===== src/rtl/branch_update_queue.sv =====
// Circular queue of committed branch outcomes feeding the gshare PHT write port.
// Computes saturating counter updates at the head and keeps duplicate PHT indices coherent.
module branch_update_queue #(
    parameter int DEPTH           = 8,
    parameter int ENQ_WIDTH       = 2,
    parameter int PHT_INDEX_WIDTH = 10,
    parameter int CNT_WIDTH       = 2
) (
    input  logic                                          i_clk,
    input  logic                                          i_rst,
    input  logic [ENQ_WIDTH-1:0]                          i_enq_valid,
    input  logic [ENQ_WIDTH-1:0][PHT_INDEX_WIDTH-1:0]     i_enq_index,
    input  logic [ENQ_WIDTH-1:0]                          i_enq_taken,
    input  logic [ENQ_WIDTH-1:0][CNT_WIDTH-1:0]           i_enq_cnt,
    output logic                                          o_enq_ready,
    output logic                                          o_pht_we,
    output logic [PHT_INDEX_WIDTH-1:0]                    o_pht_windex,
    output logic [CNT_WIDTH-1:0]                          o_pht_wdata,
    input  logic                                          i_pht_wready,
    output logic [$clog2(DEPTH+1)-1:0]                    o_count
);

    localparam int PW = (DEPTH > 1) ? $clog2(DEPTH) : 1;
    localparam int CW = $clog2(DEPTH + 1);
    localparam logic [CW-1:0]        DEPTH_C = CW'(DEPTH);
    localparam logic [CW-1:0]        ENQ_C   = CW'(ENQ_WIDTH);
    localparam logic [CNT_WIDTH-1:0] CNT_MAX = '1;

    logic [PHT_INDEX_WIDTH-1:0] r_idx [DEPTH];
    logic                       r_tkn [DEPTH];
    logic [CNT_WIDTH-1:0]       r_cnt [DEPTH];
    logic [DEPTH-1:0]           r_valid;
    logic [PW-1:0]              r_head;
    logic [PW-1:0]              r_tail;
    logic [CW-1:0]              r_count;

    logic [PHT_INDEX_WIDTH-1:0] w_head_idx;
    logic [CNT_WIDTH-1:0]       w_head_cnt;
    logic                       w_head_tkn;
    logic                       w_pop;
    logic                       w_enq_fire;
    logic [CW-1:0]              w_enq_num;
    logic [PW-1:0]              w_slot     [ENQ_WIDTH];
    logic [CNT_WIDTH-1:0]       w_lane_cnt [ENQ_WIDTH];

    assign w_head_idx = r_idx[r_head];
    assign w_head_cnt = r_cnt[r_head];
    assign w_head_tkn = r_tkn[r_head];

    assign o_count      = r_count;
    assign o_pht_we     = (r_count != '0);
    assign o_pht_windex = w_head_idx;
    assign o_pht_wdata  = w_head_tkn ? ((w_head_cnt == CNT_MAX) ? CNT_MAX : w_head_cnt + CNT_WIDTH'(1))
                                     : ((w_head_cnt == '0) ? '0 : w_head_cnt - CNT_WIDTH'(1));

    // Readiness uses only the registered count; a same-cycle pop does not free a slot early.
    assign o_enq_ready = ((DEPTH_C - r_count) >= ENQ_C);
    assign w_pop       = o_pht_we & i_pht_wready;
    assign w_enq_fire  = o_enq_ready & (|i_enq_valid);

    // Compact valid lanes onto consecutive slots starting at the tail.
    always_comb begin
        logic [PW-1:0] v_off;
        v_off     = '0;
        w_enq_num = '0;
        for (int l = 0; l < ENQ_WIDTH; l++) begin
            w_slot[l] = r_tail + v_off;
            if (i_enq_valid[l]) begin
                v_off     = v_off + PW'(1);
                w_enq_num = w_enq_num + CW'(1);
            end
        end
    end

    // A later lane repeating an earlier lane's index inherits that lane's raw counter,
    // and any new entry matching the popping index picks up the freshly written value.
    always_comb begin
        for (int l = 0; l < ENQ_WIDTH; l++) begin
            w_lane_cnt[l] = i_enq_cnt[l];
            for (int j = 0; j < ENQ_WIDTH; j++) begin
                if (j < l && i_enq_valid[j] && i_enq_index[j] == i_enq_index[l]) begin
                    w_lane_cnt[l] = i_enq_cnt[j];
                end
            end
            if (w_pop && i_enq_index[l] == w_head_idx) begin
                w_lane_cnt[l] = o_pht_wdata;
            end
        end
    end

    always_ff @(posedge i_clk) begin
        if (i_rst) begin
            r_head  <= '0;
            r_tail  <= '0;
            r_count <= '0;
            r_valid <= '0;
        end else begin
            if (w_pop) begin
                r_head          <= r_head + PW'(1);
                r_valid[r_head] <= 1'b0;
            end
            if (w_enq_fire) begin
                for (int l = 0; l < ENQ_WIDTH; l++) begin
                    if (i_enq_valid[l]) begin
                        r_valid[w_slot[l]] <= 1'b1;
                    end
                end
                r_tail <= r_tail + w_enq_num[PW-1:0];
            end
            r_count <= r_count + (w_enq_fire ? w_enq_num : '0) - CW'(w_pop);
        end
    end

    // Payload storage needs no reset: occupancy is tracked by r_valid and r_count.
    always_ff @(posedge i_clk) begin
        for (int e = 0; e < DEPTH; e++) begin
            if (w_pop && r_valid[e] && PW'(e) != r_head && r_idx[e] == w_head_idx) begin
                r_cnt[e] <= o_pht_wdata;
            end
        end
        if (w_enq_fire) begin
            for (int l = 0; l < ENQ_WIDTH; l++) begin
                if (i_enq_valid[l]) begin
                    r_idx[w_slot[l]] <= i_enq_index[l];
                    r_tkn[w_slot[l]] <= i_enq_taken[l];
                    r_cnt[w_slot[l]] <= w_lane_cnt[l];
                end
            end
        end
    end

    a_enq_protocol: assert property (@(posedge i_clk) disable iff (i_rst)
                                     (|i_enq_valid) |-> o_enq_ready);

endmodule


===== config.mk =====
export PLATFORM = sky130hd
export DESIGN_NAME = branch_update_queue
export DESIGN_NICKNAME = d
export VERILOG_FILES = /design/src/rtl/branch_update_queue.sv
export SDC_FILE = /design/constraint.sdc
export NUM_CORES = 1
export LEC_CHECK = 0
export CAP_MARGIN = 25
export CORE_MARGIN = 2
export CORE_UTILIZATION = 40
export CTS_BUF_LIST = sky130_fd_sc_hd__clkbuf_4 sky130_fd_sc_hd__clkbuf_8 sky130_fd_sc_hd__clkbuf_16
export CTS_CLUSTER_SIZE = 12
export DETAILED_ROUTE_END_ITERATION = 7
export GPL_ROUTABILITY_DRIVEN = 0
export PLACE_DENSITY_LB_ADDON = 0.1
export SLEW_MARGIN = 10
export SYNTH_ARGS = -nofsm -noshare
export SYNTH_HDL_FRONTEND = slang
export SYNTH_SLANG_ARGS = --single-unit

===== constraint.sdc =====
create_clock -name i_clk -period 3.8 [get_ports i_clk]
set_input_delay 0.76 -clock i_clk [delete_from_list [all_inputs] [get_ports i_clk]]
set_output_delay 0.76 -clock i_clk [all_outputs]
set_load 0.03 [all_outputs]

After elaboration in Yosys (flattened, before gate mapping)
Memory sizes are Yosys's and may differ from the RTL's. A register that Yosys moved wholly into a read port is not among the register bits.
Cells that the tools add are included.
Widths: inputs -> output; s select.
- bits in writable memories: 104
- output and inout port bits: 18
- logic and storage cells: 133
- bits of input ports: 31
- memories kept: 3
- bits in registers: 18
- multiplexer cells: 51
- reductions and logical operators: 34
- magnitude comparators: 7
- bitwise logic cells: 6
- add/sub/neg operators: 9
- equality and inequality tests: 19
- memories (name ; words ; bits a word ; read ports ; clocked after memory_dff ; wr ports ; line ; source):
    r_idx ; 8 ; 10 ; 9 ; 1 ; 2 ; 29 ; logic [PHT_INDEX_WIDTH-1:0] r_idx [DEPTH];
    r_cnt ; 8 ; 2 ; 1 ; 1 ; 10 ; 31 ; logic [CNT_WIDTH-1:0] r_cnt [DEPTH];
    r_tkn ; 8 ; 1 ; 1 ; 1 ; 2 ; 30 ; logic r_tkn [DEPTH];
- operators with widths (kind ; number):
    $eq 10x10->1 ; 11
    $mux 8 ; 7
    $logic_and 1x1->1 ; 30
    $mux 1 ; 27
    $mux 3 ; 6
    $or 8x8->8 ; 2
    $lt 3x4->1 const B ; 3
    $mux 2 ; 6
    $ne 3x3->1 const A ; 4
    $demux 1 s3 ; 3
    $ge 3x1->1 const B ; 3
    $and 8x8->8 ; 1
    $mux 4 ; 2
    $not 8->8 ; 1
    $add 3x3->3 ; 2
    $ne 2x3->1 const A ; 2
    $add 4x1->4 const B ; 1
    $add 4x4->4 ; 1
    $ge 4x2->1 const B ; 1
    $reduce_bool 4->1 ; 1
    $sub 4x1->4 ; 1
    $sub 4x4->4 const A ; 1
    $add 3x1->3 const B ; 1
    $ne 1x3->1 const A ; 1
    other kinds (7) ; 8

Logic depth before layout (Yosys ltp)
Gate-level depths: netlist of the first run.
- depth in word-level cells: 15
- gate-level depth with buffers: 14
- gate-level depth less buffers: 13

Worst setup path after synthesis of the first run
No wires, ideal clock.
- path kind: register -> output
- start: reg (tool-made name)
- end: out o_pht_wdata[0]
- data arrival time: 2361 ps
- path slack: 679 ps
- stages on the path, launching flop included: 10
- path buffers: 3
- required time: 3040 ps
- cell sequence: dfxtp_1 -> buf_2 -> buf_4 -> buf_4 -> mux4_2 -> mux2_2 -> inv_1 -> a21oi_1 -> a21o_1 -> inv_1
- RTL lines (what ; line ; source):
    end, declared ; 18 ; output logic [CNT_WIDTH-1:0] o_pht_wdata,

==> results of run 1 <==
## per-stage QoR
step	instances	hold slack, ps
2_1_floorplan	812	444
3_3_place_gp	1143	475
3_5_place_dp	1143	479
4_1_cts	1175	488
5_1_grt	1175	528
6_report	1175	488
## state kept, by name (all words and copies together), names as in the netlist, named ones only
| register | flops |
|---|---|
| r_idx | 80 |
| r_cnt | 16 |
| r_tkn | 8 |
| r_valid | 8 |
| o_count | 4 |
| r_head | 3 |
| r_tail | 3 |
## synth_stat cells, drive strengths merged (4+ instances only)
cell type	number
inv	42
nand2b	5
nor3b	4
nand2	138
a21oi	19
nand4	24
nor2b	11
o2111ai	4
ha	19
o21ai	25
mux4	22
dfxtp	21
xnor2	53
o221ai	4
nor2	30
nand3b	4
and2	4
mux2	58
buf	26
clkbuf	39
or3	6
xor2	56
mux2i	26
nor4	11
nor3	10
edfxtp	104
nand3	9
a22oi	4
a31oi	9
## critical path, cell delays in order, from the launching register on
cell and delay (ps):
dfxtp_4 530, buf_4 220, mux4_2 510, mux2_2 300
inv_1 100, a21oi_1 70, a21o_1 250, inv_1 210
buf_4 200
## worst min-delay path by stage
stage	end	slack, ps	startpoint
2_1_floorplan	r_valid[1]$_SDFF_PP0_	440	r_valid[1]$_SDFF_PP0_
3_3_place_gp	r_valid[6]$_SDFF_PP0_	480	r_valid[6]$_SDFF_PP0_
3_5_place_dp	r_valid[6]$_SDFF_PP0_	480	r_valid[6]$_SDFF_PP0_
4_1_cts	r_valid[6]$_SDFF_PP0_	490	r_valid[6]$_SDFF_PP0_
5_1_grt	r_valid[4]$_SDFF_PP0_	530	r_valid[4]$_SDFF_PP0_
6_report	r_valid[3]$_SDFF_PP0_	490	r_valid[3]$_SDFF_PP0_
## kinds of logic (layout without fill, tap and decap cells)
family | after synthesis | after routing | synth area share, %
muxes | 106 | 106 | 17.1
xor gates and xnor gates | 109 | 109 | 11.3
AOI/OAI and AO/OA | 84 | 84 | 6.19
buffers and inverters | 107 | 195 | 5.83
and+or+nand+nor | 260 | 260 | 14.5
DFF | 125 | 125 | 41.8
adders and majority gates | 21 | 21 | 3.28
## placed cells by master (no fill, tap or decap), drive strengths merged, types with 17 or more instances in the layout
cell type	instances
mux2i	26
clkbuf	17
dfxtp	21
edfxtp	104
mux2	58
xor2	56
a21oi	19
ha	19
xnor2	53
buf	75
nor2	30
mux4	22
o21ai	25
inv	43
nand4	24
nand2	138
clkdlybuf4s50	46
## routing by layer
metal	GRT usage [%]	up-vias	share of wire, %
met3	5.46	54	6.8
met1	35.8	3275	44
met5	0	-	0
li1	-	3028	-
met4	12.8	0	4.5
met2	40.5	296	45
## power groups by stage
stage / clock network (uW) / registers, uW / logic (uW)
2_1_floorplan: 0 / 2050 / 2760
3_3_place_gp: 0 / 2150 / 4010
3_5_place_dp: 0 / 2150 / 4040
4_1_cts: 2090 / 2130 / 4070
5_1_grt: 2150 / 2160 / 4400
6_report: 2080 / 2140 / 4110
## timing repair
item	CTS	global route
endpoints found under the hold margin	0	0
endpoints found under the setup margin	1	1
gates resized for setup	1	2
pin swaps	0	0
cloned	0	0
## layout make-up
| type | count | area [um^2] |
|---|---|---|
| fillers | 1935 | 10600 |
| multi-input cells | 580 | 4460 |
| flip-flops and latches | 125 | 3550 |
| repair buffers | 121 | 1060 |
| clock buffers | 17 | 425 |
| well taps | 275 | 344 |
| clock inverters | 15 | 314 |
| inverters | 42 | 158 |
==> flow_summary_export.csv, run 1 <==
group,metric,value,unit
sta,finalSetupViolations,0,
cts,cts_root_buffer,"clkbuf_16",
cts,cts-htree-levels,4,
pwr,total_power,8330,uW
worst_setup_path,endpoint,"o_pht_wdata[0]",
cts,cts.sinks,125,
worst_setup_path,required,3040,ps
pwr,p_leak,0.00390,uW
cts,cts_tree,"done",
placement,placed_cell_area,0.00956,mm^2
cts,clk_path_buf_depth,2,
worst_setup_path,reg2reg_to,"r_cnt[4][0]$_DFFE_PP_",
sta,max_slew_margin,36.8,%
sta,finalHoldViolCount,0,
synthesis,yosysSeqAreaShare,41.8,%
sta,timing.final.ws_setup,215,ps
synthesis,synth_async_sr_flop_share,0,%
grt,grt_util_all_layers,26.5,%
final_layout,fin_area,0.0103,mm^2
floorplanning,pin_count,49,
drt,vias_per_cell,5.66,
cts,holdBufCountCts,0,
sta,slew_violations,0,
drt,drtIter0Drc,603,
pwr,intPower,5000,uW
floorplanning,std_cell_rows,53,
final_layout,area_growth,21.6,%
hold_path,hold_path_depth,2,
synthesis,synthTopCellsByArea,"edfxtp_1 37%, mux2_2 7.7%, nand2_1 6.1%",
flow_run,cap_violations,0,
synthesis,avgSynthCellArea,10.4,um^2
sta,fin_tns_setup,0,ps
pwr,switching_share,40.0,%
synthesis,ys_ff_latch,125,
placement,portBuffers,48,
pwr,power.density,808,mW/mm^2
grt,grt_pass1_wl,42100,um
final_layout,n_antenna_cell,0,
worst_setup_path,cp-end-kind,"output port",
drt,dr.pass1.iters,5,
sta,period_needed,3580,ps
final_layout,finish.utilization,49.3,%
floorplanning,die_h,150,um
pwr,p_seq_share,25.6,%
cts,path_clk_slew,60,ps
worst_setup_path,reg2reg_depth,10,
synthesis,synth_warnings,0,
placement,dp_hpwl,21300,um
placement,place_ws,160,ps
cts,postCtsSetupRepairBufs,0,
final_layout,drive_gt1_share,22.2,%
sta,rsz0062_at_grt,"false",
grt,grt_pass1_vias,6661,
sta,fin_crit_sh,94.3,%
pwr,pwr-share-comb,49.4,%
worst_setup_path,cp.arrival,2820,ps
worst_setup_path,cp_max_fo,14,
cts,cts_buffers,17,
synthesis,synth.cell_area,0.00847,mm^2
sta,worst_slew_pin_slew,946,ps
floorplanning,start_util,40.6,%
worst_setup_path,r2r_slack,220,ps
floorplanning,core,0.0209,mm^2
grt,grt_antenna_before_repair,0,
grt,grt_max_degree,25,
worst_setup_path,critPathKind,"flip-flop to output port",
pwr,pwr-share-clk,25.0,%
floorplanning,dieArea,0.0224,mm^2
sta,fmax,279,MHz
outcome,status,"complete, no violations",
pwr,vdd_drop_max,0.000373,V
pwr,p_sw,3330,uW
drt,drcViolationCount,0,
synthesis,yosysUniqueCellTypes,56,
floorplanning,die_w,150,um
synthesis,syn_inst,812,
synthesis,syn_nets,864,
worst_setup_path,crit_path_start_kind,"flip-flop",
final_layout,nets,939,
drt,wire_per_inst,24.4,um
synthesis,synth_top_area_share,36.9,%
synthesis,ys.flop_type,"edfxtp_1",
drt,wl,28700,um
hold_path,hp-class,"flip-flop to flip-flop",
synthesis,synth_edf_count,104,
drt,vias,6653,
sta,skew,7.58,ps
synthesis,synth_area_leader_cell,"edfxtp_1",
drt,ant_nets,0,
grt,overflow,0,
cts,insertion_delay,430,ps
Power figures use the tool's default switching activity.
==> run 2: changes to the inputs <==
==> constraint.sdc (replaced) <==
create_clock -name i_clk -period 3.8 [get_ports i_clk]
set_input_delay 0.76 -clock i_clk [delete_from_list [all_inputs] [get_ports i_clk]]
set_output_delay 0.76 -clock i_clk [all_outputs]
set_load 0.01 [all_outputs]
==> run 2 against run 1 <==
  * Die area unchanged
  * Via count down 0.69%
  * Cell count down 0.43%
  * Routed wire length down 3.0%
  * Register-to-register slack better by 70 ps
  * Hold slack worse by 9.0 ps
==> flow_summary_export.csv, run 2 (synthesis results as in run 1) <==
group,metric,value,unit
outcome,status,"complete, no violations",
sta,worst_slew_pin_slew,897,ps
grt,grt_util_all_layers,25.8,%
sta,fmax,274,MHz
cts,cts.sinks,125,
grt,grt_pass1_wl,41300,um
floorplanning,die_w,150,um
pwr,p_leak,0.00382,uW
sta,max_slew_margin,40.0,%
worst_setup_path,critPathSlowestCell,"mux4_1",
drt,drcViolationCount,0,
cts,cts_tree,"done",
sta,period_needed,3650,ps
grt,overflow,0,
cts,clk_path_buf_depth,2,
final_layout,most-common-layout-cells,"137 x nand2_1, 104 x edfxtp_1, 62 x buf_4",
placement,placed_cell_area,0.00952,mm^2
drt,vias_per_cell,5.65,
pwr,vdd_drop_max,0.000326,V
worst_setup_path,cp.arrival,2890,ps
worst_setup_path,critPathKind,"flip-flop to output port",
final_layout,area_growth,19.7,%
floorplanning,core,0.0209,mm^2
sta,skew,8.19,ps
final_layout,largest_reg_flops,80,
final_layout,n_antenna_cell,0,
worst_setup_path,cp_max_fo,15,
sta,finalSetupViolations,0,
drt,wire_per_inst,23.8,um
final_layout,finish.utilization,48.5,%
sta,finalHoldViolCount,0,
grt,grt_max_degree,26,
cts,path_clk_slew,50,ps
drt,drtIter0Drc,763,
placement,dp_hpwl,20600,um
sta,fin_tns_setup,0,ps
worst_setup_path,path_cells,"buf_12 -> mux4_1 -> mux2i_2 -> buf_4 -> inv_1 -> clkdlybuf4s50_1",
floorplanning,die_h,150,um
cts,cts-htree-levels,4,
drt,ant_nets,0,
sta,slew_violations,0,
floorplanning,dieArea,0.0224,mm^2
floorplanning,std_cell_rows,53,
cts,cts_buffers,17,
grt,grt_pass1_vias,6444,
final_layout,nets,934,
final_layout,final_common_cell,"nand2_1",
sta,rsz0062_at_grt,"false",
floorplanning,start_util,40.6,%
flow_run,cap_violations,0,
drt,wl,27800,um
final_layout,drive_gt1_share,21.6,%
cts,holdBufCountCts,0,
floorplanning,pin_count,49,
drt,vias,6607,
worst_setup_path,cp-end-kind,"output port",
cts,cts_root_buffer,"clkbuf_16",
sta,holdWs,479,ps
sta,fin_crit_sh,96.0,%
placement,portBuffers,48,
drt,dr.pass1.iters,5,
worst_setup_path,crit_path_start_kind,"flip-flop",
grt,grt_antenna_before_repair,0,
pwr,power.density,753,mW/mm^2
final_layout,fin_area,0.0101,mm^2
worst_setup_path,crit_path_max_incr_delay,620,ps
cts,insertion_delay,420,ps
hold_path,hp-class,"flip-flop to flip-flop",
worst_setup_path,required,3040,ps
## run 2: what timing repair did
action,in CTS,in global routing
gates resized for setup,1,1
endpoints found under the setup margin,2,2
pin swaps,0,0
setup buffers,0,4
## run 2: worst paths after layout
kind	slack (ps)	cells past startpoint	startpoint	end
min reg2reg	480	2	r_valid[1]$_SDFF_PP0_	r_valid[1]$_SDFF_PP0_
max	150	6	flip-flop	o_pht_windex[1]
min	480	2	r_valid[1]$_SDFF_PP0_	r_valid[1]$_SDFF_PP0_
max reg2reg	290	10	flip-flop	r_cnt[2][1]$_DFFE_PP_
## run 2: area by class of cell
cell class | count | area [um^2]
fillers | 1964 | 10700
clock buffers | 25 | 504
clock inverters | 7 | 65.1
well taps | 275 | 344
multi-input cells | 580 | 4460
inverters | 42 | 158
flip-flops and latches | 125 | 3550
repair buffers | 116 | 1070
## run 2: per-stage QoR
stage | cells | power, uW | setup slack, ps
floorplan | 812 | 4610 | 792
global route | 1170 | 8030 | 76.6
finish | 1170 | 7630 | 151
detailed placement | 1134 | 5980 | 216
global placement | 1134 | 5970 | 278
CTS | 1166 | 7580 | 90.1
## run 2: report_power, final
part | switching, uW | internal [uW]
Clock | 601 | 982
Sequential | 201 | 1890
Combinational | 2280 | 1680
## run 2: worst max-delay path: cells and delay by family (launching register included)
| kind | cells | cell delay (ps) |
|---|---|---|
| buffers and inverters | 4 | 1030 |
| DFF | 1 | 600 |
| muxes | 2 | 830 |
## run 2: layer usage
metal | track usage, % | vias up | part of all wire (%) | wire (um)
met1 | 35.9 | 3247 | 43 | 12000
met3 | 4.85 | 44 | 8.1 | 2260
li1 | - | 3015 | - | -
met4 | 9.24 | 0 | 2.7 | 752
met5 | 0 | - | 0 | 0
met2 | 40.1 | 301 | 46 | 12800
